===== config.mk =====
export PLATFORM = sky130hd
export DESIGN_NAME = segment_capture_sequencer_flat
export DESIGN_NICKNAME = d
export VERILOG_FILES = /design/src/rtl/segment_capture_sequencer_pkg.sv /design/src/rtl/segment_capture_sequencer_if.sv /design/src/rtl/segment_capture_sequencer_seg_period_counter.sv /design/src/rtl/segment_capture_sequencer.sv /design/src/flat_wrapper.sv
export SDC_FILE = /design/constraint.sdc
export NUM_CORES = 1
export LEC_CHECK = 0
export ABC_CLOCK_PERIOD_IN_PS = 3100
export CORE_ASPECT_RATIO = 1.25
export CORE_MARGIN = 3
export CORE_UTILIZATION = 45
export DETAILED_ROUTE_END_ITERATION = 8
export PLACE_DENSITY = 0.78
export SLEW_MARGIN = 20
export SYNTH_ARGS = -nofsm -noshare
export SYNTH_HDL_FRONTEND = slang
export SYNTH_SLANG_ARGS = --single-unit

===== constraint.sdc =====
create_clock -name adc_clk -period 3.1 [get_ports adc_clk]
set_input_delay 0.465 -clock adc_clk [delete_from_list [all_inputs] [get_ports adc_clk]]
set_output_delay 0.465 -clock adc_clk [all_outputs]
set_load 0.01 [all_outputs]

===== src/rtl/segment_capture_sequencer_pkg.sv =====
// Shared capture package: FSM state encoding, segment-mode constants and
// a small state-decode helper used by the sequencer.
package segment_capture_sequencer_pkg;

   typedef enum logic [2:0] {
      ST_IDLE    = 3'd0,
      ST_ARMED   = 3'd1,
      ST_CAPTURE = 3'd2,
      ST_GAP     = 3'd3,
      ST_FINISH  = 3'd4,
      ST_ERROR   = 3'd5
   } state_t;

   // seg_mode values
   localparam logic MODE_GO    = 1'b0;  // each segment waits for capture_go
   localparam logic MODE_TIMED = 1'b1;  // segments start every seg_cycles clocks

   // States in which the trigger unit is kept armed.
   function automatic logic is_armed(input state_t s);
      return (s == ST_ARMED) || (s == ST_CAPTURE) || (s == ST_GAP);
   endfunction

endpackage


===== src/rtl/segment_capture_sequencer_if.sv =====
// Trigger-unit / sample-FIFO handshake bundle.
//   capture_go  : one-cycle start pulse from the trigger unit
//   fifo_full   : sample FIFO cannot accept a write this cycle
//   trig_arm_o  : arm input of the trigger unit
//   trig_done_o : capture-done input of the trigger unit
//   sample_wr_o : FIFO write enable, one sample per cycle
// master = sequencer side, slave = trigger/FIFO side.
interface segment_capture_sequencer_if;
   logic capture_go;
   logic fifo_full;
   logic trig_arm_o;
   logic trig_done_o;
   logic sample_wr_o;

   modport master (
      input  capture_go,
      input  fifo_full,
      output trig_arm_o,
      output trig_done_o,
      output sample_wr_o
   );

   modport slave (
      output capture_go,
      output fifo_full,
      input  trig_arm_o,
      input  trig_done_o,
      input  sample_wr_o
   );
endinterface


===== src/rtl/segment_capture_sequencer_seg_period_counter.sv =====
// Saturating segment-period counter.
//   clk, reset_n : clock and synchronous active-low reset
//   clear        : restart at 0 (asserted on the cycle before a segment's first sample)
//   period       : segment period in clocks
//   reach        : counter has reached (or passed) period-1
module seg_period_counter #(
   parameter int CYC_W = 20
) (
   input  logic             clk,
   input  logic             reset_n,
   input  logic             clear,
   input  logic [CYC_W-1:0] period,
   output logic             reach
);

   logic [CYC_W-1:0] cnt_r;

   // Free-running count that sticks at all-ones instead of wrapping.
   always_ff @(posedge clk) begin
      if (!reset_n) begin
         cnt_r <= '0;
      end else if (clear) begin
         cnt_r <= '0;
      end else if (cnt_r != {CYC_W{1'b1}}) begin
         cnt_r <= cnt_r + {{(CYC_W-1){1'b0}}, 1'b1};
      end else begin
         cnt_r <= cnt_r;
      end
   end

   // cnt+1 >= period, evaluated one bit wider so period=0 cannot underflow.
   assign reach = ({1'b0, cnt_r} + {{CYC_W{1'b0}}, 1'b1}) >= {1'b0, period};

endmodule


===== src/rtl/segment_capture_sequencer.sv =====
// Segmented capture sequencer: arms the trigger unit, emits bursts of
// FIFO writes per segment (started by capture_go or by a fixed period),
// and reports completion or FIFO overrun. All outputs are registered.
//   adc_clk, reset_n : clock, synchronous active-low reset
//   arm_req          : level; rising edge starts a capture, low aborts
//   seg_mode         : 0 = capture_go per segment, 1 = timed segments
//   num_segments/num_samples/seg_cycles : capture configuration (0 -> 1 for counts)
//   bus              : trigger/FIFO handshake (master side)
//   seg_count_o      : completed segments
//   busy_o, done_o, overflow_o : status
module segment_capture_sequencer
   import segment_capture_sequencer_pkg::*;
#(
   parameter int NSEG_W  = 16,
   parameter int NSAMP_W = 17,
   parameter int CYC_W   = 20
) (
   input  logic                        adc_clk,
   input  logic                        reset_n,
   input  logic                        arm_req,
   input  logic                        seg_mode,
   input  logic [NSEG_W-1:0]           num_segments,
   input  logic [NSAMP_W-1:0]          num_samples,
   input  logic [CYC_W-1:0]            seg_cycles,
   segment_capture_sequencer_if.master bus,
   output logic [NSEG_W-1:0]           seg_count_o,
   output logic                        busy_o,
   output logic                        done_o,
   output logic                        overflow_o
);

   state_t             state_r, state_s;
   logic               arm_prev_r;
   logic               mode_r;
   logic [NSEG_W-1:0]  nseg_r;
   logic [NSAMP_W-1:0] nsamp_r;
   logic [CYC_W-1:0]   cyc_r;
   logic [NSAMP_W-1:0] samp_cnt_r;
   logic [NSEG_W-1:0]  seg_count_r;
   logic               trig_arm_r, trig_done_r, sample_wr_r, busy_r, done_r, overflow_r;

   logic               arm_rise_s, seg_done_s, seg_start_s, samp_last_s, cyc_reach_s;
   logic [NSEG_W-1:0]  seg_next_s;

   assign samp_last_s = (samp_cnt_r + {{(NSAMP_W-1){1'b0}}, 1'b1}) == nsamp_r;
   assign seg_next_s  = seg_count_r + {{(NSEG_W-1){1'b0}}, 1'b1};
   // Counter restarts so that it reads 0 on the first CAPTURE cycle.
   assign seg_start_s = (state_s == ST_CAPTURE) && (state_r != ST_CAPTURE);

   seg_period_counter #(.CYC_W(CYC_W)) u_period (
      .clk     (adc_clk),
      .reset_n (reset_n),
      .clear   (seg_start_s),
      .period  (cyc_r),
      .reach   (cyc_reach_s)
   );

   // Next-state decode; arm_req low is checked first so abort wins over everything.
   always_comb begin
      state_s    = state_r;
      arm_rise_s = 1'b0;
      seg_done_s = 1'b0;
      case (state_r)
         ST_IDLE: begin
            if (arm_req && !arm_prev_r) begin
               state_s    = ST_ARMED;
               arm_rise_s = 1'b1;
            end else begin
               state_s = ST_IDLE;
            end
         end
         ST_ARMED: begin
            if (!arm_req) begin
               state_s = ST_IDLE;
            end else if (bus.capture_go) begin
               state_s = ST_CAPTURE;
            end else begin
               state_s = ST_ARMED;
            end
         end
         ST_CAPTURE: begin
            if (!arm_req) begin
               state_s = ST_IDLE;
            end else if (bus.fifo_full) begin
               state_s = ST_ERROR;
            end else if (samp_last_s) begin
               seg_done_s = 1'b1;
               state_s    = (seg_next_s == nseg_r) ? ST_FINISH : ST_GAP;
            end else begin
               state_s = ST_CAPTURE;
            end
         end
         ST_GAP: begin
            if (!arm_req) begin
               state_s = ST_IDLE;
            end else if (mode_r == MODE_GO) begin
               state_s = bus.capture_go ? ST_CAPTURE : ST_GAP;
            end else begin
               state_s = cyc_reach_s ? ST_CAPTURE : ST_GAP;
            end
         end
         ST_FINISH, ST_ERROR: begin
            if (!arm_req) begin
               state_s = ST_IDLE;
            end else begin
               state_s = state_r;
            end
         end
         default: begin
            state_s = ST_IDLE;
         end
      endcase
   end

   // State register, arm edge history, configuration shadows and sample counter.
   always_ff @(posedge adc_clk) begin
      if (!reset_n) begin
         state_r    <= ST_IDLE;
         arm_prev_r <= 1'b0;
         mode_r     <= 1'b0;
         nseg_r     <= '0;
         nsamp_r    <= '0;
         cyc_r      <= '0;
         samp_cnt_r <= '0;
      end else begin
         state_r    <= state_s;
         arm_prev_r <= arm_req;
         if (arm_rise_s) begin
            mode_r  <= seg_mode;
            nseg_r  <= (num_segments == '0) ? {{(NSEG_W-1){1'b0}}, 1'b1} : num_segments;
            nsamp_r <= (num_samples == '0) ? {{(NSAMP_W-1){1'b0}}, 1'b1} : num_samples;
            cyc_r   <= seg_cycles;
         end
         if (seg_start_s) begin
            samp_cnt_r <= '0;
         end else if (state_r == ST_CAPTURE) begin
            samp_cnt_r <= samp_cnt_r + {{(NSAMP_W-1){1'b0}}, 1'b1};
         end
      end
   end

   // Registered outputs derived from the upcoming state.
   always_ff @(posedge adc_clk) begin
      if (!reset_n) begin
         seg_count_r <= '0;
         overflow_r  <= 1'b0;
         trig_arm_r  <= 1'b0;
         trig_done_r <= 1'b0;
         sample_wr_r <= 1'b0;
         busy_r      <= 1'b0;
         done_r      <= 1'b0;
      end else begin
         if (arm_rise_s) begin
            seg_count_r <= '0;
         end else if (seg_done_s) begin
            seg_count_r <= seg_next_s;
         end
         if (arm_rise_s) begin
            overflow_r <= 1'b0;
         end else if (state_s == ST_ERROR) begin
            overflow_r <= 1'b1;
         end
         trig_arm_r  <= is_armed(state_s);
         trig_done_r <= (state_s == ST_FINISH) || (state_s == ST_ERROR);
         sample_wr_r <= (state_s == ST_CAPTURE);
         busy_r      <= (state_s != ST_IDLE);
         done_r      <= (state_s == ST_FINISH) && (state_r != ST_FINISH);
      end
   end

   assign bus.trig_arm_o  = trig_arm_r;
   assign bus.trig_done_o = trig_done_r;
   assign bus.sample_wr_o = sample_wr_r;
   assign seg_count_o     = seg_count_r;
   assign busy_o          = busy_r;
   assign done_o          = done_r;
   assign overflow_o      = overflow_r;

endmodule


===== src/flat_wrapper.sv =====
// flat-port wrapper written by rule: the top's interface ports become plain ports
module segment_capture_sequencer_flat import segment_capture_sequencer_pkg::*;
#(
   parameter int NSEG_W  = 16,
   parameter int NSAMP_W = 17,
   parameter int CYC_W   = 20
)
  (adc_clk, reset_n, arm_req, seg_mode, num_segments, num_samples, seg_cycles, seg_count_o, busy_o, done_o, overflow_o, bus_capture_go, bus_fifo_full, bus_trig_arm_o, bus_trig_done_o, bus_sample_wr_o);
  segment_capture_sequencer_if bus_i ();
  input  logic adc_clk;
  input  logic reset_n;
  input  logic arm_req;
  input  logic seg_mode;
  input  logic [NSEG_W-1:0] num_segments;
  input  logic [NSAMP_W-1:0] num_samples;
  input  logic [CYC_W-1:0] seg_cycles;
  output logic [NSEG_W-1:0] seg_count_o;
  output logic busy_o;
  output logic done_o;
  output logic overflow_o;
  input wire logic [$bits(bus_i.capture_go)-1:0] bus_capture_go;
  input wire logic [$bits(bus_i.fifo_full)-1:0] bus_fifo_full;
  output wire logic [$bits(bus_i.trig_arm_o)-1:0] bus_trig_arm_o;
  output wire logic [$bits(bus_i.trig_done_o)-1:0] bus_trig_done_o;
  output wire logic [$bits(bus_i.sample_wr_o)-1:0] bus_sample_wr_o;
  assign bus_i.capture_go = bus_capture_go;
  assign bus_i.fifo_full = bus_fifo_full;
  assign bus_trig_arm_o = bus_i.trig_arm_o;
  assign bus_trig_done_o = bus_i.trig_done_o;
  assign bus_sample_wr_o = bus_i.sample_wr_o;
  segment_capture_sequencer #(.NSEG_W(NSEG_W), .NSAMP_W(NSAMP_W), .CYC_W(CYC_W)) u_core (.adc_clk(adc_clk), .reset_n(reset_n), .arm_req(arm_req), .seg_mode(seg_mode), .num_segments(num_segments), .num_samples(num_samples), .seg_cycles(seg_cycles), .bus(bus_i), .seg_count_o(seg_count_o), .busy_o(busy_o), .done_o(done_o), .overflow_o(overflow_o));
endmodule

==> flow_summary.yaml <==
logic_synthesis:
  syn_nets: 910
  synth_area_leaders: "dfxtp_1 35%, xnor2_1 6.6%, nand2_1 6.6%, a21oi_1 4.9%, ha_1 4.3%"
  synth_area_leader_cell: "dfxtp_1"
  synth_top_flop_cell: "dfxtp_1"
  yosysMostFrequentCell: "nand2_1"
  ys_ff_latch: 117
  synthCells: 828
  synth-seq-area-share_pct: 34.7
  synth_top_area_share_pct: 34.7
  syn_avg_cell_area_um2: 8.15
  post_synth_instance_area_um2: 6750
  synth_commonest_cells: "118 x nand2_1, 117 x dfxtp_1, 66 x a21oi_1, 51 x xnor2_1, 47 x nor2_1"
  async_flop_share_pct: 0
  synth_cell_type_count: 70
  synth-edff-count: 0
  yosysWarnings: 0
grt:
  grt_pass1_wl_mm: 29.5
  grt_pass1_vias: 6148
  grt-ovfl-total: 0
  grt_usage_pct: 22.4
  grt_max_degree: 49
  antenna_found_initial: 0
setup_path:
  rr_worst_depth: 17
  critPathCaptureType: "flop"
  r2r-end: "u_core.u_period.cnt_r[12]$_SDFFE_PP0P_"
  crit_fanout: 8
  required_ns: 3.44
  arrival_ns: 3.62
  r2r_slack_ns: -0.18
  reg2reg_from: "u_core.u_period.cnt_r[5]$_SDFFE_PP0P_"
  cp-start-kind: "flop"
  worstSetupPathType: "flop to flop"
sta:
  finalClockSkew_ns: 0.00803
  setup_viol: 41
  period_needed_ns: 3.28
  hold_viol: 0
  fmax_mhz: 304
  hold_slack_ns: 0.452
  rsz0062_at_grt: "yes"
  period_share_pct: 106
  finalMaxSlewViolations: 0
  max_slew_margin_pct: 40.5
  fin_ws_ns: -0.185
  worstMarginPinSlew_ns: 0.889
floorplanning:
  dieArea_um2: 16500
  die_w_um: 116
  core-area_um2: 14500
  io-pin-count: 81
  die_h_um: 143
  rows: 49
  initial_core_util_pct: 46.4
clock_tree:
  cts_hold_buf: 0
  cts_made_buffers: 17
  clockRootBuffer: "clkbuf_16"
  clk-insertion-delay-late_ns: 0.42
  cts_tree: "yes"
  cts_sinks: 117
  htreeDepth: 4
  cts_buffer_depth: 2
  clk_pin_slew_ns: 0.05
final_layout:
  drive_gt1_share_pct: 17.1
  area_growth_pct: 29.6
  diodes: 0
  layout.nets: 1017
placement:
  hpwlAfterDp_mm: 13.1
  numPortBuffers: 80
  gp_congestion: 0.943
  place_ws_ns: -0.118
power:
  p_sw_mw: 0.957
  powerDensity_nw_per_um2: 472
  swShare_pct: 23.2
  comb_power_share_pct: 11.0
  leakage_nw: 3.25
  pwr-share-seq_pct: 38.7
  p_clk_share_pct: 50.4
  p_int_mw: 3.17
  vdd_drop_max_mv: 0.382
routing:
  ant_nets: 0
  drtIter0Drc: 509
  viasPerCell: 5.71
  wl_per_cell_um: 16.4
  drt_wl_total_mm: 18.4
  drt_pass1_iterations: 4
  vias: 6421
  drc_errors: 0
status:
  failed_checks: "setup timing"
  outcome: "complete, but fails checks"
worst_hold_path:
  hold_path.startpoint: "u_core.cyc_r[8]$_SDFFE_PN0P_"
  hp-class: "flop to flop"
  holdPathStages: 2
  hold_path_end: "u_core.cyc_r[8]$_SDFFE_PN0P_"
job:
  drv_cap: 0
==> critical path, stage by stage, from the launching register on <==
cell	delay, ns
dfxtp_2	0.32
and4_1	0.20
and3_4	0.18
nand4_1	0.20
nor2_2	0.21
and4_1	0.21
xor2_1	0.22
ha_1	0.30
nand2_1	0.10
buf_4	0.11
a2bb2oi_2	0.15
nand4_1	0.11
a31o_2	0.25
nand2_2	0.10
o31ai_4	0.06
buf_6	0.17
buf_8	0.14
a21oi_1	0.15
==> layout by cell type (no fill, tap or decap), types with 4 or more instances in the layout <==
cell type        instances
nand2_1                118
xor2_1                  28
clkbuf_16               17
and2_1                   8
nand4_1                 24
nor3_1                  23
or3_1                    7
clkdlybuf4s50_1         80
clkinv_2                 5
inv_1                   34
buf_4                   53
and4_1                   7
a22o_1                  12
a31oi_1                  6
nand2b_1                 6
ha_1                    23
a21oi_1                 64
and3b_1                  4
nor2_1                  43
o211ai_1                 4
xnor2_1                 48
nor4_1                  18
o21ai_0                 17
and3_1                   6
nand3_1                 34
mux2i_1                 10
nor2_2                  33
dfxtp_1                114
bufinv_16                4
nor4_2                   5
nor3b_1                  4
==> sequential cells by signal, indices dropped and copies added, names as in the netlist <==
name,flops
u_core.state_r,3
u_core.bus.sample_wr_o,1
u_core.samp_cnt_r,17
u_core.bus.trig_arm_o,1
u_core.busy_o,1
u_core.cyc_r,20
u_core.nsamp_r,17
u_core.overflow_o,1
u_core.u_period.cnt_r,20
u_core.arm_prev_r,1
u_core.seg_count_o,16
u_core.nseg_r,16
u_core.done_o,1
u_core.bus.trig_done_o,1
u_core.mode_r,1
==> final cells by class <==
| type | instances | area, µm² |
|---|---|---|
| inverter | 35 | 131 |
| timing repair buffer | 139 | 1290 |
| clock buffer | 21 | 470 |
| fill | 1204 | 5780 |
| tap | 178 | 223 |
| clock inverter | 10 | 153 |
| multi-input combinational | 625 | 4130 |
| sequential | 117 | 2350 |
==> worst max-delay path by stage <==
stage,end,start,cells after the start
2_1_floorplan,u_core.samp_cnt_r[5]$_SDFFE_PP0P_,u_core.u_period.cnt_r[2]$_SDFFE_PP0P_,16
4_1_cts,u_core.samp_cnt_r[10]$_SDFFE_PP0P_,u_core.u_period.cnt_r[5]$_SDFFE_PP0P_,17
5_1_grt,u_core.u_period.cnt_r[12]$_SDFFE_PP0P_,u_core.u_period.cnt_r[5]$_SDFFE_PP0P_,17
3_3_place_gp,u_core.u_period.cnt_r[11]$_SDFFE_PP0P_,u_core.u_period.cnt_r[5]$_SDFFE_PP0P_,15
6_report,u_core.u_period.cnt_r[12]$_SDFFE_PP0P_,u_core.u_period.cnt_r[5]$_SDFFE_PP0P_,17
3_5_place_dp,u_core.samp_cnt_r[12]$_SDFFE_PP0P_,u_core.u_period.cnt_r[4]$_SDFFE_PP0P_,16
==> power by group through the flow <==
| stage | Sequential (mW) | Clock, mW | Combinational, mW |
|---|---|---|---|
| after global placement | 1.62 | 0 | 0.424 |
| after detailed placement | 1.63 | 0 | 0.431 |
| after floorplan | 1.62 | 0 | 0.259 |
| final | 1.60 | 2.08 | 0.452 |
| after CTS | 1.60 | 2.10 | 0.447 |
| after global routing | 1.60 | 2.16 | 0.496 |
==> what timing repair did <==
| action | CTS | global route |
|---|---|---|
| endpoints found under the hold margin | 0 | 0 |
| resized for setup | 17 | 13 |
| cloned | 1 | 0 |
| pin swaps | 14 | 5 |
| endpoints found under the setup margin | 39 | 46 |
| setup buffers | 4 | 3 |
==> per-stage QoR <==
step	cell area, µm²	total power [mW]	utilization [%]	cells	TNS, ns
4_1_cts	8660	4.14	59.6	1122	-1.85
2_1_floorplan	6760	1.88	-	828	0
3_3_place_gp	7920	2.05	54.5	1086	-1.80
5_1_grt	8750	4.26	60.2	1125	-10.91
3_5_place_dp	7920	2.06	54.5	1086	-3.89
6_report	8750	4.13	60.2	1125	-4.06
==> logic make-up after synthesis <==
logic type | Yosys count | synth area share [%]
and+or+nand+nor | 361 | 28.0
muxes | 10 | 1.48
adders and majority gates | 24 | 4.41
AOI/OAI and AO/OA | 149 | 15.0
xor gates and xnor gates | 81 | 10.7
buffers and inverters | 86 | 5.69
DFF | 117 | 34.7
==> layer usage <==
layer  global-route usage [%]  vias to the layer above  share of wire, %
met5                        0                        -                 0
met4                     9.21                        0               2.7
met3                     5.09                       48               6.1
met2                     39.5                      241                50
met1                     25.9                     3014                41
li1                         -                     3118                 -
No activity file was read; power rests on OpenSTA's default activity.
==> RTL edit 1: new RTL, same flow settings <==
Register the output `overflow_o` once more, cleared by the reset; this adds one clock of latency there. The other outputs are not delayed to match.
--- a/src/rtl/segment_capture_sequencer.sv
+++ b/src/rtl/segment_capture_sequencer.sv
@@ -174,7 +174,13 @@
    assign seg_count_o     = seg_count_r;
    assign busy_o          = busy_r;
    assign done_o          = done_r;
-   assign overflow_o      = overflow_r;
+   always_ff @(posedge adc_clk) begin
+      if (!reset_n) begin
+         overflow_o <= '0;
+      end else begin
+         overflow_o <= overflow_r;
+      end
+   end
 
 endmodule
 
Formal check against the unedited RTL: not equivalent (Yosys sat finds a counterexample within 4 cycles, from zero or initial values and one cycle with reset_n low).
==> RTL edit 1 against the unedited design <==
  * The run still ends with setup timing left
  * Cell area grew 2.5%
  * Synthesized area down 3.4%
  * Sequential cell count up 1
  * Wire length increased by 3.7%
  * Critical endpoint is now u_core.samp_cnt_r[11]
  * Global-route usage up 0.21 points
  * Hold slack got worse by 0.0042 ns
  * Power rose by 3.4%
  * Synthesized cell count is 0.85% lower
  * Worst setup slack worse by 0.037 ns
  * Count of clock-buffer cells in the layout up 2
  * Die area is 3.3% lower
==> RTL edit 1: results (changes against the unedited design) <==
** Synth
- Net count of the mapped netlist :: 903 (was 910)
- Ranking of synthesized cells by instance count :: sky130_fd_sc_hd__dfxtp_1, sky130_fd_sc_hd__nand2_1, sky130_fd_sc_hd__a21oi_1 (was sky130_fd_sc_hd__nand2_1, sky130_fd_sc_hd__dfxtp_1, sky130_fd_sc_hd__a21oi_1)
- Leading post-synthesis cells by cell area: sky130_fd_sc_hd__dfxtp_1, sky130_fd_sc_hd__nand2_1, sky130_fd_sc_hd__a21oi_1 (was sky130_fd_sc_hd__dfxtp_1, sky130_fd_sc_hd__xnor2_1, sky130_fd_sc_hd__nand2_1).
- Sequential cell area fraction in the yosys report :: 36.2% (was 34.7%)
- The count of different cell masters after synthesis is 65 (was 70).
- The post-synthesis instance total was 821 (was 828).

** Critical path
- Worst setup path start :: u_core.u_period.cnt_r[4] (was u_core.u_period.cnt_r[5])
- The critical-path cell with the highest stage delay is sky130_fd_sc_hd__a21boi_4 (was sky130_fd_sc_hd__dfxtp_2).

** Timing
- Final worst setup slack :: -0.221 ns (was -0.185 ns)
- Total negative setup slack :: -7.29 ns (was -4.06 ns)
- Largest clock skew in the final design :: 0.00680 ns (was 0.00803 ns)
- The count of final setup violators was 43 (was 41).

** Routing
- The routed wire length was 19.1 mm (was 18.4 mm).
- The total met3 wirelength after detailed routing came to 1.07 mm (was 1.12 mm).
- The number of design-rule violations left by the first detailed-router iteration is 598 (was 509).
- Metal-1 WL :: 7.56 mm (was 7.60 mm)
- The routed length on met2 is 9.89 mm (was 9.19 mm).

** Power and ir drop
- Static leakage :: 3.48 nW (was 3.25 nW)
- The sequential fraction of design power was 37.7% (was 38.7%).
- The worst IR drop on VDD is 0.000353 V (was 0.000382 V).

** Place
- Placed Instances :: 1083 (was 1086)
- The routability congestion estimate from global placement was 0.876 (was 0.943).
- The final HPWL from detailed placement is 12.5 mm (was 13.1 mm).

** Global routing
- Fraction of met1 tracks used by global routing :: 25.3% (was 25.9%)
- The total routing resource utilization after global routing is 22.6% (was 22.4%).
- The largest net degree at the start of global routing came to 50 (was 49).
- Via count of the first global-routing pass :: 6279 (was 6148)
- Global-route wire length before repair :: 29.1 mm (was 29.5 mm)
- Met3 layer usage reported by global route :: 4.88% (was 5.09%)

** Cells and area
- Final net count :: 1029 (was 1017)
- The count of non-filler cells in the finished layout came to 1135 (was 1125).
- The share of final-layout standard cells stronger than drive strength 1 came to 18.5% (was 17.1%).

** Outcome
- Run status :: finished, violations left (unchanged)
- Failing checks :: setup timing (unchanged)

** Hold path
- Launch point of the worst hold path :: u_core.overflow_r (was u_core.cyc_r[8])

** Clock tree
- Post-CTS sizing :: 19 (was 17)
==> RTL edit 1: cell count changes after synthesis, sizes merged, moves of 8 or more <==
cell | before | now
nor2 | 77 | 51
o21ai | 18 | 38
buf | 27 | 11
clkbuf | 24 | 37
xnor2 | 51 | 38
nand2 | 119 | 109
a21oi | 66 | 74
mux2i | 10 | 2
or4 | 0 | 8
==> RTL edit 1: cells by family (layout without fill, tap and decap cells) <==
family | count (synthesis) | count (layout) | synth area share [%]
AND/OR/NAND/NOR | 334 | 334 | 26.1
adder cells (fa/ha/maj) | 23 | 23 | 4.41
buffers and inverters | 85 | 224 | 5.09
AO/OA/AOI/OAI | 188 | 188 | 18.1
XOR/XNOR | 71 | 71 | 9.75
multiplexers | 2 | 2 | 0.307
flip-flops | 118 | 118 | 36.2
==> RTL edit 1: layout make-up <==
cell class | count | area [um^2]
Multi-Input combinational cell | 618 | 4160
Tap cell | 175 | 219
Timing Repair Buffer | 155 | 1420
Fill cell | 1130 | 5020
Clock buffer | 23 | 488
Sequential cell | 118 | 2370
Inverter | 37 | 139
Clock inverter | 9 | 170
==> RTL edit 1: per-stage QoR <==
step                total power [W]  cell area, um^2  hold WS [ns]
floorplan                   0.00187             6610         0.417
global placement            0.00204             7850         0.425
detailed placement          0.00204             7850         0.437
CTS                         0.00425             8660         0.449
global route                0.00440             8970         0.472
finish                      0.00427             8970         0.448
==> RTL edit 1: path summary, 6_finish.rpt <==
check	cells after the start	slack, ns	endpoint
worst min-delay path	2	0.45	u_core.overflow_r
worst max-delay path	18	-0.22	u_core.samp_cnt_r[11]
worst max register to register	18	-0.22	u_core.samp_cnt_r[11]
worst min register to register	2	0.45	u_core.overflow_r
==> RTL edit 2: new RTL, same flow settings <==
Without the edit above. `NSEG_W` is set to 16 in 2 places; all go to 24.
--- a/src/rtl/segment_capture_sequencer.sv
+++ b/src/rtl/segment_capture_sequencer.sv
@@ -11,7 +11,7 @@
 module segment_capture_sequencer
    import segment_capture_sequencer_pkg::*;
 #(
-   parameter int NSEG_W  = 16,
+   parameter int NSEG_W  = 24,
    parameter int NSAMP_W = 17,
    parameter int CYC_W   = 20
 ) (
--- a/src/flat_wrapper.sv
+++ b/src/flat_wrapper.sv
@@ -1,7 +1,7 @@
 // flat-port wrapper written by rule: the top's interface ports become plain ports
 module segment_capture_sequencer_flat import segment_capture_sequencer_pkg::*;
 #(
-   parameter int NSEG_W  = 16,
+   parameter int NSEG_W  = 24,
    parameter int NSAMP_W = 17,
    parameter int CYC_W   = 20
 )
Ports: changed (resized num_segments and seg_count_o); port bits go from 81 to 97. No check against the original RTL was run, so the function may have changed too.
==> RTL edit 2 against the unedited design <==
  * The flow still finishes with violations (setup timing)
  * Via count increased by 9.7%
  * Worst setup slack worse by 0.0060 ns
  * Wire length increased by 7.4%
  * Largest power group unchanged
  * Sequential cell count grew 16
  * Synthesized area up 6.2%
  * Power up 1.5%
  * Cell area grew 11%
  * Final cell count increased by 12%
==> RTL edit 2: results (changes against the unedited design) <==
** Outcome
- Run status: finished, violations left (unchanged).
- Failing checks :: setup timing (unchanged)

** Timing
- Worst Max-Slew Pin Slew :: 0.606 ns (was 0.889 ns)
- The worst hold slack was 0.454 ns (was 0.452 ns).
- The final worst slack came to -0.191 ns (was -0.185 ns).
- The setup skew after layout came to 0.00879 ns (was 0.00803 ns).
- Final setup violating endpoints :: 45 (was 41)

** Place
- The final HPWL from detailed placement came to 13.6 mm (was 13.1 mm).
- Cell Area, Placed :: 8790 um^2 (was 7920 um^2)
- The total instance count after detailed placement is 1207 (was 1086).
- Number of port buffers :: 96 (was 80)

** Routing
- The length of routed wiring on met1 was 7.90 mm (was 7.60 mm).
- Iteration-0 DRC count of the detailed router :: 568 (was 509)
- Via count :: 7042 (was 6421)
- The iteration count of the initial detailed-routing pass was 5 (was 4).
- The highest metal layer used by the detailed router is met5 (was met4).

** Critical path
- The end of the worst register-to-register path is u_core.u_period.cnt_r[2] (was u_core.u_period.cnt_r[12]).

** Cells and area
- The count of non-CTS buffers in the layout came to 197 (was 139).
- The count of fill cells added during filler insertion came to 1251 (was 1204).
- The share of final-layout standard cells stronger than drive strength 1 is 17.6% (was 17.1%).
- The sequential cell area share is 27.5% (was 26.8%).
- Count of placed standard cells in the final layout, fillers left out :: 1262 (was 1125)

** Synth
- Leading post-synthesis cells by cell area :: sky130_fd_sc_hd__dfxtp_1, sky130_fd_sc_hd__xnor2_1, sky130_fd_sc_hd__xor2_1 (was sky130_fd_sc_hd__dfxtp_1, sky130_fd_sc_hd__xnor2_1, sky130_fd_sc_hd__nand2_1)
- The share of synthesized area spent on multiplexers is 0.855% (was 1.48%).
- The adder and majority gate portion of the synthesized area was 4.01% (was 4.41%).
- Ranking of synthesized cells by instance count :: sky130_fd_sc_hd__dfxtp_1, sky130_fd_sc_hd__nand2_1, sky130_fd_sc_hd__nor2_1 (was sky130_fd_sc_hd__nand2_1, sky130_fd_sc_hd__dfxtp_1, sky130_fd_sc_hd__a21oi_1)
- Compound-cell area share of the yosys netlist :: 14.4% (was 15.0%)
- The total nets after synthesis is 967 (was 910).
- The count of different cell masters after synthesis came to 61 (was 70).

** Global routing
- Maximum number of pins on one net before global-route repair :: 44 (was 49)
- The global routing met1 resource utilization is 24.5% (was 25.9%).
- Global-route wire length before repair :: 31.6 mm (was 29.5 mm)
- The number of global-route vias before repair was 6827 (was 6148).
- The met2 usage in global routing was 39.8% (was 39.5%).
[RTL edit 2: cell types whose count changed after synthesis, moves of 10 or more]
cell / before / now
sky130_fd_sc_hd__clkbuf_1: 23 / 36
sky130_fd_sc_hd__buf_2: 21 / 10
sky130_fd_sc_hd__nor2_1: 47 / 73
sky130_fd_sc_hd__inv_1: 34 / 48
sky130_fd_sc_hd__a22o_1: 12 / 22
sky130_fd_sc_hd__nor2_2: 30 / 0
sky130_fd_sc_hd__dfxtp_1: 117 / 133
sky130_fd_sc_hd__xor2_1: 29 / 52
sky130_fd_sc_hd__a21o_1: 1 / 11
[RTL edit 2: report_power, final]
| part | total [W] | internal, W | switching (W) |
|---|---|---|---|
| Sequential | 0.00181 | 0.00177 | 0.0000454 |
| Combinational | 0.000470 | 0.000244 | 0.000227 |
| Clock | 0.00191 | 0.00111 | 0.000797 |
[RTL edit 2: timing repair]
item	in CTS	in global routing
setup buffers	17	6
setup endpoints to repair	44	61
pin swaps	18	8
gates resized for setup	31	32
cloned	1	1
hold buffers	0	0
